File: src/rtl/alu_pkg.sv
// Shared ALU definitions: op codes, default datapath width and the bit layout
// of the status flags stored alongside each buffered result.
package alu_pkg;

   localparam int WIDTH_DEFAULT = 4;

   typedef logic [2:0] op_t;

   localparam op_t OP_ADD = 3'd0;
   localparam op_t OP_SUB = 3'd1;
   localparam op_t OP_AND = 3'd2;
   localparam op_t OP_OR  = 3'd3;
   localparam op_t OP_SHL = 3'd4;

   // Flag positions inside the packed {result, flags} buffer entry.
   localparam int FLAG_ZERO  = 0;
   localparam int FLAG_LOST  = 1;
   localparam int FLAG_RANGE = 2;
   localparam int NUM_FLAGS  = 3;

endpackage

File: src/rtl/alu_result_stage_if.sv
// Producer-side and consumer-side handshake bundle of the ALU result stage.
// The master modport is the environment (ALU + writeback), slave is the stage.
interface alu_result_stage_if
   import alu_pkg::*;
#(
   parameter int WIDTH = WIDTH_DEFAULT,
   parameter int DEPTH = 2
);
   localparam int CW = $clog2(DEPTH) + 1;

   logic             in_valid;
   logic             in_ready;
   op_t              in_op;
   logic [WIDTH-1:0] in_a;
   logic [WIDTH-1:0] in_b;
   logic [WIDTH-1:0] in_result;

   logic             out_valid;
   logic             out_ready;
   logic [WIDTH-1:0] out_result;
   logic             out_zero;
   logic             out_lost;
   logic             out_range;
   logic [CW-1:0]    occupancy;

   modport master (
      output in_valid, in_op, in_a, in_b, in_result, out_ready,
      input  in_ready, out_valid, out_result, out_zero, out_lost, out_range, occupancy
   );

   modport slave (
      input  in_valid, in_op, in_a, in_b, in_result, out_ready,
      output in_ready, out_valid, out_result, out_zero, out_lost, out_range, occupancy
   );

endinterface

File: src/rtl/result_fifo.sv
// Generic first-word-fall-through FIFO with an occupancy count; head data is
// visible combinationally so a pushed entry is presented one edge after push.
module result_fifo #(
   parameter int DW    = 7,
   parameter int DEPTH = 2,
   localparam int AW   = $clog2(DEPTH),
   localparam int CW   = AW + 1
) (
   input  logic          clk,
   input  logic          rst_n,
   input  logic          push,
   input  logic          pop,
   input  logic [DW-1:0] din,
   output logic [DW-1:0] dout,
   output logic [CW-1:0] count
);
   logic [DW-1:0] mem [DEPTH];
   logic [AW-1:0] wr_ptr_reg;
   logic [AW-1:0] rd_ptr_reg;
   logic [CW-1:0] count_reg;
   logic          push_ok;
   logic          pop_ok;

   // Overflow pushes and underflow pops are dropped without touching state.
   assign push_ok = push && (count_reg != CW'(DEPTH));
   assign pop_ok  = pop && (count_reg != '0);

   always_ff @(posedge clk or negedge rst_n) begin
      if (!rst_n) begin
         wr_ptr_reg <= '0;
         rd_ptr_reg <= '0;
         count_reg  <= '0;
      end else begin
         if (push_ok) wr_ptr_reg <= wr_ptr_reg + AW'(1);
         if (pop_ok)  rd_ptr_reg <= rd_ptr_reg + AW'(1);
         if (push_ok && !pop_ok)
            count_reg <= count_reg + CW'(1);
         else if (pop_ok && !push_ok)
            count_reg <= count_reg - CW'(1);
      end
   end

   // Storage carries no reset; stale contents are masked by the count.
   always_ff @(posedge clk) begin
      if (push_ok) mem[wr_ptr_reg] <= din;
   end

   assign dout  = mem[rd_ptr_reg];
   assign count = count_reg;

endmodule

File: src/rtl/alu_result_stage.sv
// Registered result stage behind the ALU: derives zero/lost/range flags at push
// time and buffers {result, flags} so the consumer may stall.
module alu_result_stage
   import alu_pkg::*;
#(
   parameter int WIDTH = WIDTH_DEFAULT,
   parameter int DEPTH = 2
) (
   input  logic             clk,
   input  logic             rst_n,
   alu_result_stage_if.slave bus
);
   localparam int DW = WIDTH + NUM_FLAGS;
   localparam int CW = $clog2(DEPTH) + 1;

   logic                 rdy_en_reg;
   logic [CW-1:0]        count;
   logic [DW-1:0]        head;
   logic [NUM_FLAGS-1:0] flags;
   logic [WIDTH-1:0]     lost_bits;
   logic                 is_shl;
   logic                 push;
   logic                 pop;

   // Holds in_ready low while reset is asserted and until the first edge after.
   always_ff @(posedge clk or negedge rst_n) begin
      if (!rst_n) rdy_en_reg <= 1'b0;
      else        rdy_en_reg <= 1'b1;
   end

   assign is_shl = (bus.in_op == OP_SHL);

   // Bit gi of A leaves the word when gi + b >= WIDTH; b >= WIDTH loses every bit.
   for (genvar gi = 0; gi < WIDTH; gi++) begin : g_lost
      assign lost_bits[gi] = bus.in_a[gi] & ({1'b0, bus.in_b} >= (WIDTH+1)'(WIDTH - gi));
   end

   assign flags[FLAG_ZERO]  = (bus.in_result == '0);
   assign flags[FLAG_RANGE] = is_shl && ({1'b0, bus.in_b} >= (WIDTH+1)'(WIDTH));
   assign flags[FLAG_LOST]  = is_shl && (|lost_bits);

   assign push = bus.in_valid && bus.in_ready;
   assign pop  = bus.out_valid && bus.out_ready;

   result_fifo #(
      .DW    (DW),
      .DEPTH (DEPTH)
   ) u_fifo (
      .clk   (clk),
      .rst_n (rst_n),
      .push  (push),
      .pop   (pop),
      .din   ({bus.in_result, flags}),
      .dout  (head),
      .count (count)
   );

   assign bus.in_ready   = rdy_en_reg && (count < CW'(DEPTH));
   assign bus.out_valid  = (count != '0);
   assign bus.occupancy  = count;
   assign bus.out_result = bus.out_valid ? head[DW-1:NUM_FLAGS] : '0;
   assign bus.out_zero   = bus.out_valid & head[FLAG_ZERO];
   assign bus.out_lost   = bus.out_valid & head[FLAG_LOST];
   assign bus.out_range  = bus.out_valid & head[FLAG_RANGE];

endmodule

File: src/flat_wrapper.sv
// flat-port wrapper written by rule: the top's interface ports become plain ports
module alu_result_stage_flat import alu_pkg::*;
#(
   parameter int WIDTH = WIDTH_DEFAULT,
   parameter int DEPTH = 2
)
  (clk, rst_n, bus_in_valid, bus_in_op, bus_in_a, bus_in_b, bus_in_result, bus_out_ready, bus_in_ready, bus_out_valid, bus_out_result, bus_out_zero, bus_out_lost, bus_out_range, bus_occupancy);
  alu_result_stage_if #(.WIDTH(WIDTH), .DEPTH(DEPTH)) bus_i ();
  input  logic clk;
  input  logic rst_n;
  input wire logic [$bits(bus_i.in_valid)-1:0] bus_in_valid;
  input wire logic [$bits(bus_i.in_op)-1:0] bus_in_op;
  input wire logic [$bits(bus_i.in_a)-1:0] bus_in_a;
  input wire logic [$bits(bus_i.in_b)-1:0] bus_in_b;
  input wire logic [$bits(bus_i.in_result)-1:0] bus_in_result;
  input wire logic [$bits(bus_i.out_ready)-1:0] bus_out_ready;
  output wire logic [$bits(bus_i.in_ready)-1:0] bus_in_ready;
  output wire logic [$bits(bus_i.out_valid)-1:0] bus_out_valid;
  output wire logic [$bits(bus_i.out_result)-1:0] bus_out_result;
  output wire logic [$bits(bus_i.out_zero)-1:0] bus_out_zero;
  output wire logic [$bits(bus_i.out_lost)-1:0] bus_out_lost;
  output wire logic [$bits(bus_i.out_range)-1:0] bus_out_range;
  output wire logic [$bits(bus_i.occupancy)-1:0] bus_occupancy;
  assign bus_i.in_valid = bus_in_valid;
  assign bus_i.in_op = bus_in_op;
  assign bus_i.in_a = bus_in_a;
  assign bus_i.in_b = bus_in_b;
  assign bus_i.in_result = bus_in_result;
  assign bus_i.out_ready = bus_out_ready;
  assign bus_in_ready = bus_i.in_ready;
  assign bus_out_valid = bus_i.out_valid;
  assign bus_out_result = bus_i.out_result;
  assign bus_out_zero = bus_i.out_zero;
  assign bus_out_lost = bus_i.out_lost;
  assign bus_out_range = bus_i.out_range;
  assign bus_occupancy = bus_i.occupancy;
  alu_result_stage #(.WIDTH(WIDTH), .DEPTH(DEPTH)) u_core (.clk(clk), .rst_n(rst_n), .bus(bus_i));
endmodule
File: config.mk
export PLATFORM = sky130hd
export DESIGN_NAME = alu_result_stage_flat
export DESIGN_NICKNAME = d
export VERILOG_FILES = /design/src/rtl/alu_pkg.sv /design/src/rtl/alu_result_stage_if.sv /design/src/rtl/result_fifo.sv /design/src/rtl/alu_result_stage.sv /design/src/flat_wrapper.sv
export SDC_FILE = /design/constraint.sdc
export NUM_CORES = 1
export LEC_CHECK = 0
export ABC_AREA = 1
export BUFFER_PORTS_ARGS = -buffer_cell sky130_fd_sc_hd__buf_2
export CORE_MARGIN = 5
export CORE_UTILIZATION = 43
export DETAILED_ROUTE_END_ITERATION = 7
export PLACE_DENSITY = 0.7
export SYNTH_ARGS = -nofsm -noshare
export SYNTH_HDL_FRONTEND = slang
export SYNTH_SLANG_ARGS = --single-unit
File: constraint.sdc
create_clock -name clk -period 1.52 [get_ports clk]
set_input_delay 0.076 -clock clk [delete_from_list [all_inputs] [get_ports clk]]
set_output_delay 0.076 -clock clk [all_outputs]
set_load 0.1 [all_outputs]
# Word-level counts from Yosys, hierarchy flattened
# Memory sizes are Yosys's and may differ from the RTL's.
# Index checks and enable logic that the tools add are counted.
# totals
elab_cells	43
input_bits	19
ramBits	14
latchBits	0
mem_bits_ro	0
ff_bits	5
n_memories	1
output_inout_bits	11
# memory_table
name	depth	word_bits	rd	rd_clocked_by_memory_dff	wr	line	rtl
u_core.u_fifo.mem	2	7	1	0	1	result_fifo.sv:17	logic [DW-1:0] mem [DEPTH];
# classes
multipliers	0
bitwise_logic	7
shifts	0
eq_ne	2
order_cmp	5
n_mux	5
n_addsub	4
reduce_logical	15
div_mod_pow	0
# ops
op	n
$logic_and A1 B1 Y1	9
$ge A4 B2 Y1 const B	2
$and A1 B1 Y1	7
$ge A4 B1 Y1 const B	1
$ge A4 B3 Y1 const B	1
$logic_not A4 Y1	1
$mux W2	2
$mux W4	1
$reduce_bool A2 Y1	2
$reduce_or A4 Y1	1
$eq A3 B3 Y1 const B	1
$add A1 B1 Y1 const B	2
$add A2 B1 Y2 const B	1
$logic_not A1 Y1	2
$lt A2 B2 Y1 const B	1
$mux W1	2
$ne A2 B2 Y1 const B	1
$sub A2 B1 Y2 const B	1

# Logic depth before layout (Yosys ltp)
# Gate-level depths: netlist (run 1).
# logic_depth
depth_word	8
mapped_depth	9
depth_no_buf	9

# Modules after synthesis
# Synthesis (run 1) repeated with hierarchy kept, for this count alone.
# unflattened
hier_cells	107
hier_area_um2	930.9
# modules_own_cells
module	cells_each	seq_area_each_um2	area_each_um2	n_inst
result_fifo	65	520.5	739.5	1
alu_result_stage	42	25.0	191.4	1

# Worst setup path before layout (run 1)
# No wires, ideal clock.
# synth_path
path_kind	register to register
start	register u_core.u_fifo.count_reg[1], in the netlist u_core.u_fifo.count[1]
end	memory u_core.u_fifo.mem[0][0] (enable)
n_path_buf	0
slack_ns	-1.814
synth_period_minus_slack_ns	3.334
required_time_ns	1.158
stages_incl_launch_ff	4
setup_time_ns	0.362
t_arrival_ns	2.973
cell_sequence	dfrtp_1 > nor2_1 > nand2_1 > nor2_1
# synth_via
elab_chain_len	6
word_cells_on_any_way	7
cone_classes	order compare: 1; eq/ne: 1; mux: 2; reduce/logical: 3
# synth_rtl
item	line	rtl
start, declared	result_fifo.sv:20	logic [CW-1:0] count_reg;
start signal, assigned	result_fifo.sv:37	count_reg <= count_reg + CW'(1);
start signal, assigned	result_fifo.sv:39	count_reg <= count_reg - CW'(1);
$lt A2 B2 Y1	alu_result_stage.sv:58	assign bus.in_ready = rdy_en_reg && (count < CW'(DEPTH));
$logic_and A1 B1 Y1	alu_result_stage.sv:58	
via bus_in_ready	flat_wrapper.sv:17	output wire logic [$bits(bus_i.in_ready)-1:0] bus_in_ready;
$logic_and A1 B1 Y1	alu_result_stage.sv:42	assign push = bus.in_valid && bus.in_ready;
$logic_and A1 B1 Y1	result_fifo.sv:25	assign push_ok = push && (count_reg != CW'(DEPTH));
$mux W1	result_fifo.sv:45	if (push_ok) mem[wr_ptr_reg] <= din;
$mux W1 (implied by the code)	result_fifo.sv:45	
end, declared	result_fifo.sv:17	
# The timed path passes the listed nets, and every way through them passes these cells.

# Worst setup path in the final report (run 1)
# layout_path
start	register u_core.u_fifo.count_reg[1], in the netlist u_core.u_fifo.count[1]
end	output port bus_in_ready
# layout_via
elab_chain_len	2
# layout_rtl
item	line
$lt A2 B2 Y1	alu_result_stage.sv:58
$logic_and A1 B1 Y1	alu_result_stage.sv:58
end, declared	flat_wrapper.sv:17
# Every way passes these cells.

==> run summary, run 1 <==
Count leader, synth: nand2_1
Slowest cell on the critical path: dfrtp_4
Worst hold start: bus_out_ready
Setup ws final: 0.04691 ns
H-tree depth: 1
Largest register FFs: 14
WL per Instance: 12.87 um
Area leader, netlist: edfxtp_1
Clock sink count: 19
Post-synthesis sequential area ratio: 63.74%
Row count: 16
Cts bufs inserted: 3
R2R Setup Slk: 0.12 ns
Arrival time worst endpoint: 1.40 ns
Post-Syn Area per Cell: 10.31 sq um
GRT overflow: 0
Seq cells post-synth: 19
First-pass GRT wire length: 3063 um
Area delta synth->final: 55.12%
Post-DRT Antenna Nets: 0
Maxcap violations: 0
Initial antenna violation count: 0
Critical path peak fanout: 4
Worst-path clk slew: 0.10 ns
Critical path launch point type: flop
Synth top area share: 49.12%
Largest net degree at the start of global routing: 11
Die Y: 54.61 um
Post-route minimum period: 1.473 ns
Post-Syn Area: 855.8 sq um
Run status: finished clean
Vias per std cell: 4.503
Worst R2R End: u_core.u_fifo.count[1]
Die Area: 2982 sq um
Nature of the critical path endpoint: output port
Number of synthesized flops with an enable pin: 14
WS Path Type: flop to output port
Critical Path, Cell by Cell: nor2_4 -> buf_2
Cell depth of the worst setup path: 2
Fin nets: 143
Initial Util: 44.53%
Layout cell share with drive strength beyond 1: 47.54%
Worst skew pair latency: 0.29 ns
Setup-failing EPs final: 0
Synth top area cells: edfxtp_1 (49%), dfrtp_1 (15%), nand2_1 (12%), a21oi_1 (4.1%), nor2_1 (3.9%)
Post-Synthesis Cells: 83
R2r startpoint: u_core.u_fifo.count[1]
Worst reg2reg path depth: 7
Post-synth ARST share: 26.32%
Clk buf depth: 2
Core Box Area: 1922 sq um
IO Port Bufs: 29
Max-slew violations: 0
Clk_skew: 0.003799 ns
Ys Warns: 0
Die Width: 54.61 um
Final wirelength: 1918 um
# DRC: 0
Worst path bufs/invs: 1
N_diodes: 0
Hold path endpoint: u_core.u_fifo.rd_ptr_reg
Tightest Hold Check Type: input port to flop
Fmax: 0.6788 GHz
Cell family with most CP delay: flip-flops
Distinct cells, synth: 18
Setup TNS: 0 ns
Required time worst endpoint: 1.44 ns
CTS tree: done
Worst path max stage delay: 0.53 ns
Fin crit share: 96.91%
Net count after synthesis: 103
Worst slack, placed: 0.1362 ns
Final hold vios: 0
Vias in the first global route: 678
Pre-antenna DRT Iters: 4
RePlAce Congestion: 0.7096
WHS: 0.06704 ns
Clock Root Buffer: clkbuf_4
Unrepaired setup endpoints after global routing: no
Io pins: 30
Synth cell count leaders: nand2_1 (27), edfxtp_1 (14), nor2_1 (9)
GRT Total Usage: 15.25%
Vias: 671
Ys flop type: edfxtp_1
# fillers: 164
Starting DRT DRC Count: 8
WHS Path Cells: 3
Dpl hpwl: 1485 um
[per-stage QoR]
step	instance area, sq um	utilization, %	cells
CTS	1304	67.84	148
detailed placement	1224	63.67	139
finish	1328	69.08	149
global route	1328	69.08	149
floorplan	937.1	-	83
global placement	1224	63.67	139
[layout by cell type, fill, tap and decap left out, types with 2 or more instances in the layout]
| master | instances |
|---|---|
| a21oi_2 | 6 |
| dfrtp_4 | 2 |
| inv_2 | 2 |
| nand2_4 | 2 |
| nor2_4 | 3 |
| dlygate4sd3_1 | 5 |
| inv_1 | 4 |
| buf_12 | 8 |
| nand2_1 | 26 |
| clkbuf_4 | 3 |
| nor2_1 | 6 |
| nor2_2 | 3 |
| xor2_1 | 2 |
| edfxtp_1 | 14 |
| inv_4 | 2 |
| dfrtp_1 | 2 |
| buf_2 | 22 |
[how the worst max path moves through the flow]
stage | to | slack, ns | from
3_5_place_dp | u_core.u_fifo.count[1] | 0.14 | u_core.u_fifo.count[1]
4_1_cts | bus_out_result[2] | 0.02 | u_core.u_fifo.count[1]
5_1_grt | bus_out_zero | 0.01 | u_core.u_fifo.count[1]
6_report | bus_in_ready | 0.05 | u_core.u_fifo.count[1]
2_1_floorplan | u_core.u_fifo.count[1] | -0.47 | u_core.u_fifo.count[1]
3_3_place_gp | u_core.u_fifo.count[1] | 0.18 | u_core.u_fifo.count[1]
[worst register-to-register path, stage by stage, from the launching register on]
cell and delay (ns):
dfrtp_4 0.53, nor2_4 0.14, nand2_4 0.09, inv_2 0.07, ha_4 0.20, nor2_1 0.08, nand2_1 0.06, xor2_1 0.14
[kinds of logic (layout without fill, tap and decap cells)]
group,Yosys count,count (layout),synth area share (%)
AO/OA/AOI/OAI,8,8,4.677
other,1,1,0.4382
adder cells (fa/ha/maj),1,1,1.462
XOR/XNOR,4,4,4.972
AND/OR/NAND/NOR,41,41,20.61
buffers and inverters,9,48,4.093
flip-flops,19,19,63.74
[repair_timing]
action	CTS	global route
resized for setup	2	1
setup endpoints to repair	7	7
hold buffers	5	0
buffers inserted	0	1
pin swaps	0	0
endpoints found under the hold margin	13	0
cloned	0	0
[layer usage]
metal  GRT usage, %  routed length, um  vias up  part of all wire [%]
met4          8.714                 40        0                   2.1
met2          25.59                982       20                    51
li1               -                  -      344                     -
met1          18.12                789      303                    41
met5              0                  0        -                     0
met3          2.725                105        4                   5.5
[final cells by class]
| type | count | area (sq um) | area share [%] |
|---|---|---|---|
| sequential | 19 | 554.3 | 41.75 |
| multi-input combinational | 55 | 346.6 | 26.11 |
| timing repair buffer | 36 | 331.6 | 24.98 |
| inverter | 8 | 35.03 | 2.639 |
| tap | 27 | 33.78 | 2.545 |
| clock buffer | 4 | 26.28 | 1.979 |
Power of run 1 is left out: the tool's default activity adds up to more than one toggle a clock period on the data nets, which glitch-free logic cannot reach.
==> run 2: changes to the inputs <==
--- a/config.mk
+++ b/config.mk
@@ -10,7 +10,7 @@
 export CORE_MARGIN = 5
 export CORE_UTILIZATION = 43
 export DETAILED_ROUTE_END_ITERATION = 7
-export PLACE_DENSITY = 0.7
+export PLACE_DENSITY_LB_ADDON = 0.25
 export SYNTH_ARGS = -nofsm -noshare
 export SYNTH_HDL_FRONTEND = slang
 export SYNTH_SLANG_ARGS = --single-unit
==> run 2 against run 1 <==
Effect of this change: wire length is 1.1% lower; maximum frequency is 0.70% higher; setup slack better by 0.010 ns; via count is 1.5% higher; worst hold slack better by 0.0090 ns; sequential share of layout area is 0.079 points lower; final cell count is 0.67% higher; register-to-register slack worse by 0.02 ns.
==> run summary, run 2 (synthesis gave the netlist of run 1 again) <==
Cts bufs inserted: 3 (unchanged)
Setup crit start: u_core.u_fifo.count[1]
Io pins: 30 (unchanged)
Setup-failing EPs final: 0 (unchanged)
Starting DRT DRC Count: 8 (unchanged)
Met2 WL: 1038 um (+5.7%)
Tightest Hold Check Type: input port to flop
Initial Util: 44.53% (unchanged)
Die Area: 2982 sq um (unchanged)
Die Y: 54.61 um (unchanged)
Wire length on met1: 742 um (-6.0%)
Largest net degree at the start of global routing: 12 (+1)
RePlAce Congestion: 0.6906 (-2.7%)
Worst hold start: bus_out_ready
Final Non-Filler Cells: 150 (+0.67%)
Worst-path clk slew: 0.10 ns (about the same)
Critical path peak fanout: 3 (-1)
Unrepaired setup endpoints after global routing: yes
# fillers: 151 (-7.9%)
Fin crit share: 96.24% (-0.67 points)
Row count: 16 (unchanged)
Clk_skew: 0.002578 ns (-0.001221 ns)
Largest register FFs: 14 (unchanged)
Final Core Density: 69.21% (+0.13 points)
Post-DRT Antenna Nets: 0 (unchanged)
GRT overflow: 0 (unchanged)
Fmax: 0.6836 GHz (+0.70%)
Metal3 WL: 99 um (-5.7%)
Fin nets: 144 (+0.70%)
Max-slew violations: 0 (unchanged)
IO Port Bufs: 29 (unchanged)
# DRC: 0 (unchanged)
Pre-antenna DRT Iters: 5 (+1)
Die Width: 54.61 um (unchanged)
Dpl hpwl: 1491 um (+0.41%)
CTS tree: done
N_diodes: 0 (unchanged)
DR top layer: met4
Critical path launch point type: flop
Required time worst endpoint: 1.44 ns (about the same)
Maxcap violations: 0 (unchanged)
Clock Root Buffer: clkbuf_4
Core Box Area: 1922 sq um (unchanged)
Worst skew pair latency: 0.29 ns (about the same)
Final wirelength: 1897 um (-1.1%)
Clock sink count: 19 (unchanged)
Vias per std cell: 4.540 (+0.81%)
Layout cell share with drive strength beyond 1: 48.78% (+1.2 points)
WL per Instance: 12.65 um (-1.8%)
Commonest cells after routing, fill and taps aside: nand2_1 (26), buf_2 (22), edfxtp_1 (14), buf_12 (7)
Area delta synth->final: 55.41%
WHS: 0.07600 ns (+0.008959 ns)
Run status: finished clean
Arrival time worst endpoint: 1.39 ns (about the same)
Vias: 681 (+1.5%)
Nature of the critical path endpoint: output port
Clk buf depth: 2 (unchanged)
Placed cells: 139 (unchanged)
Most common cell after layout, fill and taps aside: nand2_1
H-tree depth: 1 (unchanged)
WS Path Type: flop to output port
GRT Total Usage: 14.76% (-0.48 points)
First-pass GRT wire length: 2960 um (-3.4%)
Final hold vios: 0 (unchanged)
R2r startpoint: u_core.u_fifo.count[1]
Post-route minimum period: 1.463 ns (-0.01024 ns)
Vias in the first global route: 698 (+2.9%)
Initial antenna violation count: 0 (unchanged)
run 2: routing by layer:
layer | global-route usage [%] | vias up
li1 | - | 342
met1 | 16.32 | 315
met2 | 26.57 | 22
met3 | 3.542 | 2
met4 | 6.224 | 0
met5 | 0 | -
run 2: final cells by class:
cell class | count | area [sq um] | share of cell area, %
sequential | 19 | 554.3 | 41.67
multi-input combinational | 55 | 346.6 | 26.06
timing repair buffer | 37 | 330.3 | 24.84
inverter | 8 | 37.54 | 2.822
tap | 27 | 33.78 | 2.540
clock buffer | 3 | 22.52 | 1.693
clock inverter | 1 | 5.005 | 0.3763
run 2: worst paths after layout:
check,depth (start not counted),slack [ns],endpoint
max,2,0.06,bus_in_ready
min,3,0.08,u_core.u_fifo.rd_ptr_reg
max reg2reg,7,0.10,u_core.u_fifo.count[1]
min reg2reg,1,0.59,u_core.u_fifo.count[0]
max in group asynchronous,2,1.22,u_core.u_fifo.count[1]
min in group asynchronous,2,0.14,u_core.u_fifo.count[0]
run 2: worst max-delay path: stages, from the launching register on:
cell and delay, ns:
dfrtp_4 0.53, nor2_4 0.12, buf_2 0.44
run 2: stage by stage:
step / instance area (sq um) / setup WS (ns) / TNS [ns]
after floorplan: 937.1 / -0.4739 / -6.912
after global placement: 1224 / 0.1824 / 0
after detailed placement: 1224 / 0.1144 / 0
after CTS: 1305 / 0.002986 / 0
after global routing: 1330 / -0.005121 / -0.005121
final: 1330 / 0.05714 / 0
run 2: what timing repair did:
| item | 4_1_cts | 5_1_grt |
|---|---|---|
| resized for setup | 2 | 3 |
| endpoints found under the setup margin | 7 | 8 |
| endpoints found under the hold margin | 13 | 0 |
| hold buffers | 5 | 0 |
| setup buffers | 0 | 2 |
| pin swaps | 0 | 1 |
Power of run 2 is left out for the same reason.
==> run 3: changes to the inputs <==
--- a/config.mk
+++ b/config.mk
@@ -5,10 +5,9 @@
 export SDC_FILE = /design/constraint.sdc
 export NUM_CORES = 1
 export LEC_CHECK = 0
-export ABC_AREA = 1
 export BUFFER_PORTS_ARGS = -buffer_cell sky130_fd_sc_hd__buf_2
 export CORE_MARGIN = 5
-export CORE_UTILIZATION = 43
+export CORE_UTILIZATION = 45
 export DETAILED_ROUTE_END_ITERATION = 7
 export PLACE_DENSITY_LB_ADDON = 0.25
 export SYNTH_ARGS = -nofsm -noshare
==> constraint.sdc (replaced) <==
create_clock -name clk -period 1.69 [get_ports clk]
set_input_delay 0.0845 -clock clk [delete_from_list [all_inputs] [get_ports clk]]
set_output_delay 0.0845 -clock clk [all_outputs]
set_load 0.1 [all_outputs]
==> run 3 against run 2 <==
Effect of this change: setup slack improved by 0.0039 ns; count of clock-buffer cells in the layout stayed put; area after synthesis decreased by 4.5%; die area shrank 7.2%; final cell count shrank 17%; worst hold slack better by 0.012 ns; register-to-register slack better by 0.15 ns; cell area shrank 4.3%.
==> run summary, run 3 <==
Ys flop type: edfxtp_1
Vias: 587 (-14%)
Synth cell count leaders: edfxtp_1 (14), nor2_1 (12), mux2i_1 (7)
Hold path endpoint: u_core.u_fifo.rd_ptr_reg
WHS Path Cells: 3 (unchanged)
Io pins: 30 (unchanged)
Worst R2R End: u_core.u_fifo.mem[0][0]
Distinct cells, synth: 20 (+2)
Seq cells post-synth: 19 (unchanged)
Post-Syn Area per Cell: 13.62 sq um (+32%)
Vias per std cell: 4.734 (+4.3%)
CTS tree: done
Max-slew violations: 0 (unchanged)
Starting DRT DRC Count: 8 (unchanged)
Setup ws final: 0.06105 ns (+0.003905 ns)
Net count after synthesis: 80 (-22%)
GRT Total Usage: 14.50% (-0.26 points)
First-pass GRT wire length: 2904 um (-1.9%)
Final Core Density: 73.70% (+4.5 points)
Post-synth ARST share: 26.32% (unchanged)
Worst-path clk slew: 0.11 ns (about the same)
Worst reg2reg path depth: 3 (-4)
Run status: finished clean
Row count: 15 (-1)
Post-Syn Area: 817.0 sq um (-4.5%)
RePlAce Congestion: 0.8110 (+17%)
Final wirelength: 1682 um (-11%)
Die Area: 2768 sq um (-7.2%)
Clock Root Buffer: clkbuf_4
IO Port Bufs: 29 (unchanged)
WS Path Type: flop to output port
Commonest cells after routing, fill and taps aside: buf_2 (22), edfxtp_1 (14), nor2_4 (8), mux2i_1 (7), buf_12 (7)
N_diodes: 0 (unchanged)
Post-DRT Antenna Nets: 0 (unchanged)
Area leader, netlist: edfxtp_1
Largest net degree at the start of global routing: 12 (unchanged)
Worst slack, placed: 0.2677 ns (+0.1533 ns)
# DRC: 0 (unchanged)
Arrival time worst endpoint: 1.54 ns (+0.15 ns)
Area delta synth->final: 55.74%
Maxcap violations: 0 (unchanged)
Core Box Area: 1727 sq um (-10%)
H-tree depth: 1 (unchanged)
Synth top area cells: edfxtp_1 (51%), dfrtp_1 (15%), mux2i_1 (8.6%), nor2_1 (5.5%), xnor2_1 (3.2%)
Most common cell after layout, fill and taps aside: buf_2
Unrepaired setup endpoints after global routing: no
Fin nets: 120 (-17%)
Critical path launch point type: flop
Count leader, synth: edfxtp_1
Fmax: 0.6139 GHz
Required time worst endpoint: 1.61 ns (+0.17 ns)
Dpl hpwl: 1376 um (-7.7%)
Fin crit share: 96.39%
Ys Warns: 0 (unchanged)
Post-route minimum period: 1.629 ns
Clk buf depth: 2 (unchanged)
Die Y: 52.61 um (-3.7%)
GRT overflow: 0 (unchanged)
Critical path peak fanout: 8 (+5)
WL per Instance: 13.56 um (+7.3%)
Worst skew pair latency: 0.29 ns (about the same)
Initial antenna violation count: 0 (unchanged)
Die Width: 52.61 um (-3.7%)
Layout cell share with drive strength beyond 1: 52.53% (+3.7 points)
# Post-CTS Setup Buffers: 0 (unchanged)
Post-synthesis sequential area ratio: 66.77% (+3.0 points)
Nature of the critical path endpoint: output port
Placed cells: 115 (-17%)
Pre-antenna DRT Iters: 4 (-1)
Final hold vios: 0 (unchanged)
R2r startpoint: u_core.u_fifo.count[1]
Cts bufs inserted: 3 (unchanged)
Largest register FFs: 14 (unchanged)
CTS resizes: 0 (-2)
Clk_skew: 0.01138 ns (+0.008801 ns)
Number of synthesized flops with an enable pin: 14 (unchanged)
Final Non-Filler Cells: 124 (-17%)
Setup TNS: 0 ns (unchanged)
Synth top area share: 51.45% (+2.3 points)
Worst hold start: bus_out_ready
Initial Util: 47.32% (+2.8 points)
R2R Setup Slk: 0.25 ns (+0.15 ns)
Clock sink count: 19 (unchanged)
Tightest Hold Check Type: input port to flop
Post-Synthesis Cells: 60 (-28%)
Vias in the first global route: 674 (-3.4%)
Setup-failing EPs final: 0 (unchanged)
## run 3: worst max-delay path, stage by stage (launching register included)
cell and delay (ns):
dfrtp_1 0.63, mux2i_1 0.38, nor2_4 0.07, buf_12 0.17
## run 3: cell families after synthesis
group	Yosys count	share of synthesized area, %
flip-flops	19	66.77
AND/OR/NAND/NOR	18	9.954
multiplexers	7	8.576
AO/OA/AOI/OAI	6	5.514
XOR/XNOR	5	5.361
buffers and inverters	3	1.838
adder cells (fa/ha/maj)	1	1.531
other	1	0.4590
## run 3: stage by stage
step	instance area, sq um	hold slack, ns
finish	1272	0.08834
global route	1272	0.09243
floorplan	905.9	-0.2111
CTS	1272	0.08497
detailed placement	1195	-0.09460
global placement	1195	-0.09597
## run 3: layout make-up
type,instances,area (sq um)
Tap cell,25,31.28
Inverter,2,7.507
Sequential cell,19,550.5
Clock inverter,1,5.005
Fill cell,128,454.2
Multi-Input combinational cell,38,340.3
Clock buffer,3,22.52
Timing Repair Buffer,36,315.3
## run 3: how the worst max path moves through the flow
| stage | from | endpoint | slack, ns | cells after the start |
|---|---|---|---|---|
| floorplan | u_core.u_fifo.count[1] | u_core.u_fifo.count[1] | -0.35 | 7 |
| global placement | u_core.u_fifo.count[1] | u_core.u_fifo.count[1] | 0.32 | 7 |
| detailed placement | u_core.u_fifo.count[1] | u_core.u_fifo.mem[0][4] | 0.27 | 3 |
| CTS | u_core.u_fifo.count[1] | bus_out_lost | 0.03 | 4 |
| global route | u_core.u_fifo.rd_ptr_reg | bus_out_lost | 0.004 | 3 |
| finish | u_core.u_fifo.rd_ptr_reg | bus_out_lost | 0.06 | 3 |
## run 3: routing by layer
metal,vias up,routed length (um),track usage (%)
li1,294,-,-
met1,269,656,16.73
met2,22,901,26.24
met3,2,116,2.849
met4,0,8,5.106
met5,-,0,0
## run 3: what timing repair did
item,in CTS,in global routing
hold endpoints to repair,11,0
endpoints found under the setup margin,0,4
hold buffers,5,0
Power of run 3 is left out for the same reason.
